**config.mk**
```make
export PLATFORM = sky130hd
export DESIGN_NAME = clk_div_sched
export DESIGN_NICKNAME = d
export VERILOG_FILES = /design/src/rtl/clk_div_pkg.sv /design/src/rtl/clk_div_core.sv /design/src/rtl/clk_div_sched.sv
export SDC_FILE = /design/constraint.sdc
export NUM_CORES = 1
export LEC_CHECK = 0
export ABC_AREA = 1
export CORE_ASPECT_RATIO = 1.2
export CORE_MARGIN = 8
export CORE_UTILIZATION = 45
export DETAILED_ROUTE_END_ITERATION = 7
export PLACE_DENSITY = 0.73
export SYNTH_ARGS = -nofsm -noshare
export SYNTH_HDL_FRONTEND = slang
export SYNTH_SLANG_ARGS = --single-unit
```
**constraint.sdc**
```tcl
create_clock -name clk_in -period 2.8 [get_ports clk_in]
set_input_delay 0.42 -clock clk_in [delete_from_list [all_inputs] [get_ports clk_in]]
set_output_delay 0.42 -clock clk_in [all_outputs]
set_load 0.005 [all_outputs]
```
**src/rtl/clk_div_pkg.sv**
```systemverilog
// Shared types for the run-time clock divider controller.
package clk_div_pkg;

  typedef enum logic [1:0] {STOP, RUN, PEND, STOPPING} clkdiv_state_t;

  localparam int CLKDIV_CNT_WIDTH = 32;

endpackage

```
**src/rtl/clk_div_core.sv**
```systemverilog
// Divider datapath: half-period register, phase counter, clk_out toggle flop and tick pulses.
module clk_div_core
  import clk_div_pkg::*;
#(
  parameter int CNT_W    = 8,
  parameter int DEF_HALF = 2
) (
  input  logic             clk_in,
  input  logic             reset,
  input  logic             en,
  input  logic             load,
  input  logic [CNT_W-1:0] load_half,
  output logic             clk_out,
  output logic             tick_rise,
  output logic             tick_fall,
  output logic             last
);

  logic [CNT_W-1:0] half_q, half_d;
  logic [CNT_W-1:0] cnt_q, cnt_d;
  logic             clk_q, clk_d;
  logic             rise_q, rise_d;
  logic             fall_q, fall_d;

  assign last = (cnt_q == half_q - CNT_W'(1));

  always_comb begin
    half_d = load ? load_half : half_q;
    cnt_d  = cnt_q;
    clk_d  = clk_q;
    rise_d = 1'b0;
    fall_d = 1'b0;
    if (!en) begin
      // Parked: counter cleared, clock held low, ready for a clean first phase.
      cnt_d = '0;
      clk_d = 1'b0;
    end else if (last) begin
      cnt_d  = '0;
      clk_d  = ~clk_q;
      rise_d = ~clk_q;
      fall_d = clk_q;
    end else begin
      cnt_d = cnt_q + CNT_W'(1);
    end
    if (load) cnt_d = '0;
  end

  always_ff @(posedge clk_in) begin
    if (reset) begin
      half_q <= CNT_W'(DEF_HALF);
      cnt_q  <= '0;
      clk_q  <= 1'b0;
      rise_q <= 1'b0;
      fall_q <= 1'b0;
    end else begin
      half_q <= half_d;
      cnt_q  <= cnt_d;
      clk_q  <= clk_d;
      rise_q <= rise_d;
      fall_q <= fall_d;
    end
  end

  assign clk_out   = clk_q;
  assign tick_rise = rise_q;
  assign tick_fall = fall_q;

endmodule

```
**src/rtl/clk_div_sched.sv**
```systemverilog
// Clock divider scheduler: run/stop FSM and cfg handshake; half-period changes land only at a
// falling toggle. Define CLKDIV_CNT_EN to add the rise_cnt output.
module clk_div_sched
  import clk_div_pkg::*;
#(
  parameter int CNT_W    = 8,
  parameter int DEF_HALF = 2
) (
  input  logic                        clk_in,
  input  logic                        reset,
  input  logic                        run,
  input  logic                        cfg_valid,
  input  logic [CNT_W-1:0]            cfg_half,
  output logic                        cfg_ready,
  output logic                        cfg_err,
  output logic                        clk_out,
  output logic                        tick_rise,
  output logic                        tick_fall,
`ifdef CLKDIV_CNT_EN
  output logic [CLKDIV_CNT_WIDTH-1:0] rise_cnt,
`endif
  output logic                        busy
);

  clkdiv_state_t    state_q, state_d;
  logic             pend_q, pend_d;
  logic [CNT_W-1:0] pend_half_q, pend_half_d;
  logic             cfg_err_q, cfg_err_d;

  logic             acc, acc_ok, park, fall_ev;
  logic             en, load, last;
  logic [CNT_W-1:0] load_half;

  assign cfg_ready = (state_q != PEND) & ~reset;
  assign acc       = cfg_valid & cfg_ready;
  assign acc_ok    = acc & (cfg_half != '0);

  always_comb begin
    state_d     = state_q;
    pend_d      = pend_q;
    pend_half_d = pend_half_q;
    cfg_err_d   = acc & (cfg_half == '0);
    en          = 1'b0;
    load        = 1'b0;
    load_half   = pend_half_q;
    park        = 1'b0;
    fall_ev     = 1'b0;
    if (state_q == STOP) begin
      if (acc_ok) begin
        load      = 1'b1;
        load_half = cfg_half;
      end
      if (run) state_d = RUN;
    end else begin
      park    = ~run & ~clk_out;
      en      = ~park;
      fall_ev = en & clk_out & last;
      if (park) begin
        // Clock is already low, so any queued value can land safely on the way to STOP.
        state_d = STOP;
        pend_d  = 1'b0;
        if (acc_ok) begin
          load      = 1'b1;
          load_half = cfg_half;
        end else if (pend_q) begin
          load = 1'b1;
        end
      end else if (fall_ev) begin
        if (pend_q) load = 1'b1;
        pend_d = 1'b0;
        // A value offered on the toggle itself waits for the next one, unless we are stopping.
        if (acc_ok) begin
          if (run) begin
            pend_d      = 1'b1;
            pend_half_d = cfg_half;
          end else begin
            load      = 1'b1;
            load_half = cfg_half;
          end
        end
        state_d = !run ? STOP : (pend_d ? PEND : RUN);
      end else begin
        if (acc_ok) begin
          pend_d      = 1'b1;
          pend_half_d = cfg_half;
        end
        state_d = !run ? STOPPING : (pend_d ? PEND : RUN);
      end
    end
  end

  always_ff @(posedge clk_in) begin
    if (reset) begin
      state_q     <= STOP;
      pend_q      <= 1'b0;
      pend_half_q <= CNT_W'(DEF_HALF);
      cfg_err_q   <= 1'b0;
    end else begin
      state_q     <= state_d;
      pend_q      <= pend_d;
      pend_half_q <= pend_half_d;
      cfg_err_q   <= cfg_err_d;
    end
  end

  clk_div_core #(
    .CNT_W    (CNT_W),
    .DEF_HALF (DEF_HALF)
  ) u_core (
    .clk_in    (clk_in),
    .reset     (reset),
    .en        (en),
    .load      (load),
    .load_half (load_half),
    .clk_out   (clk_out),
    .tick_rise (tick_rise),
    .tick_fall (tick_fall),
    .last      (last)
  );

  assign cfg_err = cfg_err_q;
  assign busy    = (state_q != STOP);

`ifdef CLKDIV_CNT_EN
  logic [CLKDIV_CNT_WIDTH-1:0] rise_cnt_q, rise_cnt_d;

  always_comb begin
    rise_cnt_d = rise_cnt_q;
    if (load)           rise_cnt_d = '0;
    else if (tick_rise) rise_cnt_d = rise_cnt_q + CLKDIV_CNT_WIDTH'(1);
  end

  always_ff @(posedge clk_in) begin
    if (reset) rise_cnt_q <= '0;
    else       rise_cnt_q <= rise_cnt_d;
  end

  assign rise_cnt = rise_cnt_q;
`endif

endmodule
```
Word level (Yosys, flattened, before mapping)
Cells that the tools add are included.
{ "op_classes": {"n_mux": 37, "bitwise_logic": 14, "addsub": 2, "n_reduce_logical": 8, "n_eq_ne": 5} }
{ "op_table": {"columns": ["cell", "n"], "rows": [
  ["$mux 8", 9],
  ["$mux 1", 20],
  ["$mux 2", 8],
  ["$add 8x1->8 const B", 1],
  ["$eq 8x8->1", 1],
  ["$logic_not 8->1", 1],
  ["$ne 2x2->1 const B", 4],
  ["$reduce_bool 8->1", 1],
  ["$sub 8x1->8 const B", 1],
  ["$and 1x1->1", 7],
  ["$not 1->1", 7],
  ["$reduce_and 4->1", 1],
  ["$reduce_or 4->1", 1],
  ["$reduce_or 3->1", 1],
  ["$logic_not 2->1", 1],
  ["$reduce_bool 2->1", 1],
  ["$reduce_or 2->1", 1]
]} }
{ "totals": {"regBits": 31, "word_cells": 75, "input_bits": 12} }

Longest topological paths before layout
{ "logic_depth": {"ltp_word": 13, "ltp_mapped": 17, "ltp_nobuf": 17} }

Cells and area by module
Synthesis repeated with hierarchy kept, for this count alone.
{ "hier_totals": {"hier_cells": 324, "area_unflattened_um2": 2195.9} }
{ "modules_own_cells": {"columns": ["mod", "n_inst", "area_per_inst_um2", "cells_per_inst"], "rows": [
  ["clk_div_sched", 1, 1109.8, 169],
  ["clk_div_core", 1, 1086.0, 155]
]} }

Worst setup path before layout
OpenSTA, ideal clock, no wires.
{ "synth_timing": {"path_kind": "reg2reg", "start": "register u_core.half_q[0]", "end": "register pend_half_q[4]", "arrival_time_ns": 1.852, "path_stages_with_launch": 15, "period_less_slack_ns": 1.968, "slack_ns": 0.832, "cell_sequence": "dfxtp_1 > inv_2 > ha_1 > xnor2_1 > nor2_1 > nand2_1 > nor2_1 > nand2_1 > nor2_4 > nand3_2 > clkbuf_1 > nand2_1 > o21ai_0 > o21ai_0 > nor2_1"} }
{ "synth_via": {"elab_chain_len": 5, "elab_cells_between_ends": 7} }
{ "synth_lines": {"columns": ["element", "line_no", "text"], "rows": [
  ["from (decl)", "clk_div_core.sv:19", "logic [CNT_W-1:0] half_q, half_d;"],
  ["from (signal assigned)", "clk_div_core.sv:50", "half_q <= CNT_W'(DEF_HALF);"],
  ["from (signal assigned)", "clk_div_core.sv:56", "half_q <= half_d;"],
  ["$sub 8x1->8 *", "clk_div_core.sv:25", "assign last = (cnt_q == half_q - CNT_W'(1));"],
  ["$eq 8x8->1 *", "clk_div_core.sv:25", null],
  ["$and 1x1->1 *", "clk_div_sched.sv:57", "fall_ev = en & clk_out & last;"],
  ["$ne 2x2->1 (no source line)", null, null],
  ["$reduce_and 4->1 (no source line)", null, null],
  ["to (signal assigned)", "clk_div_sched.sv:96", "pend_half_q <= CNT_W'(DEF_HALF);"],
  ["to (signal assigned)", "clk_div_sched.sv:101", "pend_half_q <= pend_half_d;"],
  ["to (decl)", "clk_div_sched.sv:27", "logic [CNT_W-1:0] pend_half_q, pend_half_d;"]
]} }
Every way passes the cells marked *; elsewhere a longest branch is shown, timed or not.
A chain may end at the register's enable or synchronous reset.

Worst setup path in the final report
{ "layout_timing": {"start": "register u_core.half_q[0]", "end": "register u_core.half_q[0]"} }
{ "layout_via": {"elab_chain_len": 6, "elab_cells_between_ends": 9} }
{ "layout_lines": {"columns": ["element", "line_no", "text"], "rows": [
  ["$sub 8x1->8 *", "clk_div_core.sv:25", null],
  ["$eq 8x8->1 *", "clk_div_core.sv:25", null],
  ["$and 1x1->1 *", "clk_div_sched.sv:57", null],
  ["$mux 8 or $mux 1 (tied branches)", "clk_div_sched.sv:68", "end else if (fall_ev) begin"],
  ["$mux 8 or $mux 1 (tied branches)", "clk_div_sched.sv:58", "if (park) begin"],
  ["$mux 8 or $mux 1 (tied branches)", "clk_div_sched.sv:48", "if (state_q == STOP) begin"]
]} }
Marked as above.

==> results.cfg <==
[drt]
drtAntennaViolNets = 0
route.detailed.wl_per_inst_um = 11.62
drt_iter0_markers = 123
wirelength_um = 4484
route.detailed.drc = 0
firstDrtPassIters = 4
number_of_vias_in_the_routed_layout = 1934
vias_per_cell = 5.010

[worst_hold_path]
worst_hold_path.num_cells = 2
hold_path.startpoint = pend_q
worstHoldEndpoint = pend_q
holdCritPathClass = reg2reg

[clock_tree]
cts.htree.levels = 2
cts-hold-fix-buffers = 0
cts_max_path_buffers = 2
cts.repair.resized = 0
tritoncts.num_buffers = 5
cell_at_the_root_of_the_clock_tree = clkbuf_8
cts_tree = built
clkTransAtPathRegs_ps = 70
clock_latency_ps = 280
postCtsSetupBuffers = 0
cts.sink_count = 31

[cells_and_area]
diodes = 0
layout-drive-gt1-share_pct = 10.91
post-route-util_pct = 54.00
finish.net_count = 343
area.growth.synth_to_final_pct = 17.90

[logic_synthesis]
syn-num-nets = 322
synth_sequential_area_ratio_pct = 32.29
async_flop_share_pct = 0
synth-edff-count = 0
ys_types = 31
synth_flop_cell = dfxtp_1
yosys_warns = 0
simple_gate_portion_of_the_synthesized_area_pct = 40.82
synth_seq_cells = 31
syn_avg_cell_area_um2 = 6.240
synth_cells = 308
post_synth_fa_ha_maj_area_fraction_pct = 1.302
synth.cell_area_um2 = 1922
combinational_family_with_the_most_area_after_synthesis = simple AND/OR/NAND/NOR gates
synthXorXnorAreaFrac_pct = 1.823
synth_compound_area_share_pct = 13.80
muxShareOfSynthArea_pct = 0

[setup_path]
startpoint_types = register
crit-reg2reg-launch = u_core.half_q[0]
critical_path.most_common_cell = nand2_1
critical_path.reg2reg.endpoint = u_core.half_q[0]
endpoint_arrival_time_on_the_critical_path_ps = 2540
worst_path_largest_cell_delay_ps = 410
ff2ff_setup_slack_ps = 420
ordered_list_of_cells_on_the_worst_path = inv_2 > ha_1 > xnor2_1 > nor2_1 > nand2_1 > nor2_1 > nand2_1 > nor2_4 > nand3_2 > clkinv_2 > buf_4 > nand3_2 > nand2_1 > nand2_1 > nand3_1 > a21oi_1
cp_data_required_time_ps = 2970
crit_path_top_delay_cell = dfxtp_1
worst-setup-path-type = reg2reg
critPathCaptureType = register
critPathMaxFanout = 10
reg2regPathDepth = 16

[sta]
tightest_slew_ps = 407.3
setup_viol = 0
final_max_slew_viol_count = 0
final_hold_viol_count = 0
clock-skew-final_ps = 6.149
fin_tns_setup_ps = 0
setup_repair_after_global_routing_missed_its_margin = no
maxSlewHeadroom_pct = 72.82
final.min_clock_period_ps = 2375
crit_share_post_route_pct = 84.84
highest_clock_frequency_the_design_can_meet_ghz = 0.4210

[global_route]
first_global_vias = 1883
grt_first_pass_wirelength_um = 8045
track_usage_pct = 15.41
grt_overflow_total = 0
grt_start_max_net_pins = 17
grt_antenna_before_repair = 0

[placement]
port_buffers = 17
hpwl_um = 3433
place_congestion = 0.8971

[floorplanning]
die_area_um2 = 6627
pin_count = 18
die-height_um = 87.59
floorplan.initialDensity_pct = 45.80
core.rowCount = 26
design.core.area_um2 = 4197
die_width_um = 75.66

[job]
drv_cap = 0

[power_and_ir_drop]
worst_ir_drop_vdd_mv = 0.2386
power_density_nw_per_um2 = 515.0
leakage_nw = 0.9558

[outcome]
outcome = finished, final reports clean
## layout by cell type (no fill, tap or decap), types with 8 or more instances in the layout
| cell type | netlist | routed |
|---|---|---|
| a21oi_1 | 16 | 16 |
| clkdlybuf4s50_1 | 0 | 17 |
| dfxtp_1 | 31 | 31 |
| inv_1 | 31 | 31 |
| nand2_1 | 83 | 83 |
| nand3_1 | 16 | 16 |
| nand4_1 | 8 | 8 |
| nor2_1 | 41 | 41 |
| o21ai_0 | 28 | 28 |
## cell families after synthesis
logic type	after synthesis
XOR/XNOR	4
adder cells (fa/ha/maj)	2
AND/OR/NAND/NOR	175
AO/OA/AOI/OAI	51
flip-flops	31
buffers and inverters	45
## stage by stage
| stage | worst slack, ps | power, mW | instances | cell area (µm²) | hold slack (ps) |
|---|---|---|---|---|---|
| global placement | 427.7 | 0.7120 | 378 | 2148 | 457.2 |
| finish | 424.6 | 1.167 | 386 | 2266 | 490.6 |
| floorplan | 832.5 | 0.6547 | 308 | 1922 | 437.6 |
| detailed placement | 368.8 | 0.7152 | 378 | 2148 | 477.2 |
| CTS | 404.4 | 1.181 | 386 | 2266 | 491.6 |
| global route | 75.47 | 1.234 | 386 | 2266 | 514.8 |
## cells in the mapped netlist, types with 3 or more instances
cell	instances	area share, %
nand2_1	83	16
nor2_1	41	8.0
dfxtp_1	31	32
inv_1	31	6.1
o21ai_0	28	7.3
a21oi_1	16	4.2
nand3_1	16	4.2
nand4_1	8	2.6
or2_2	6	2.0
nand3_2	5	2.6
nor3_1	5	1.3
inv_2	4	0.78
nor2_2	4	1.3
clkbuf_1	3	0.59
o21ai_1	3	0.78
xnor2_1	3	1.4
## power by group
part	internal, mW	switching [mW]	total (mW)
combinational	0.0908	0.131	0.222
sequential	0.463	0.0206	0.483
clock	0.288	0.174	0.461
total	0.842	0.326	1.17
## routing by layer
metal / track usage, % / part of all wire [%] / up-vias
met5: 0 / 0 / -
met4: 7.706 / 1.9 / 0
met3: 3.322 / 3.9 / 9
met2: 26.36 / 49 / 40
met1: 17.32 / 45 / 854
li1: - / - / 1031
## layout make-up
cell class | instances | area (µm²)
Timing Repair Buffer | 22 | 207.7
Clock inverter | 2 | 35.03
Fill cell | 412 | 1931
Inverter | 37 | 140.1
Multi-Input combinational cell | 232 | 1110
Tap cell | 56 | 70.07
Sequential cell | 31 | 620.6
Clock buffer | 6 | 82.58
## state kept, by name, indices dropped and copies added (netlist names)
register	flops
u_core.tick_rise	1
u_core.tick_fall	1
u_core.cnt_q	8
u_core.clk_out	1
state_q	2
u_core.half_q	8
pend_q	1
pend_half_q	8
cfg_err	1
## worst max path at each step
stage | from | depth (start not counted) | to | slack [ps]
3_5_place_dp | reset | 12 | u_core.half_q[1] | 370
3_3_place_gp | reset | 12 | u_core.half_q[1] | 430
2_1_floorplan | u_core.half_q[0] | 14 | pend_half_q[4] | 830
5_1_grt | u_core.half_q[0] | 16 | u_core.half_q[1] | 80
4_1_cts | u_core.half_q[0] | 16 | u_core.half_q[0] | 400
6_report | u_core.half_q[0] | 16 | u_core.half_q[0] | 420
## critical path: cells and delay by family, from the launching register on
| family | cells | cell delay [ps] |
|---|---|---|
| compound gates | 1 | 70 |
| buf+inv | 3 | 340 |
| flops | 1 | 410 |
| fa+ha+maj | 1 | 320 |
| simple gates | 10 | 990 |
| xor+xnor | 1 | 130 |
(Power assumes the default switching activity.)
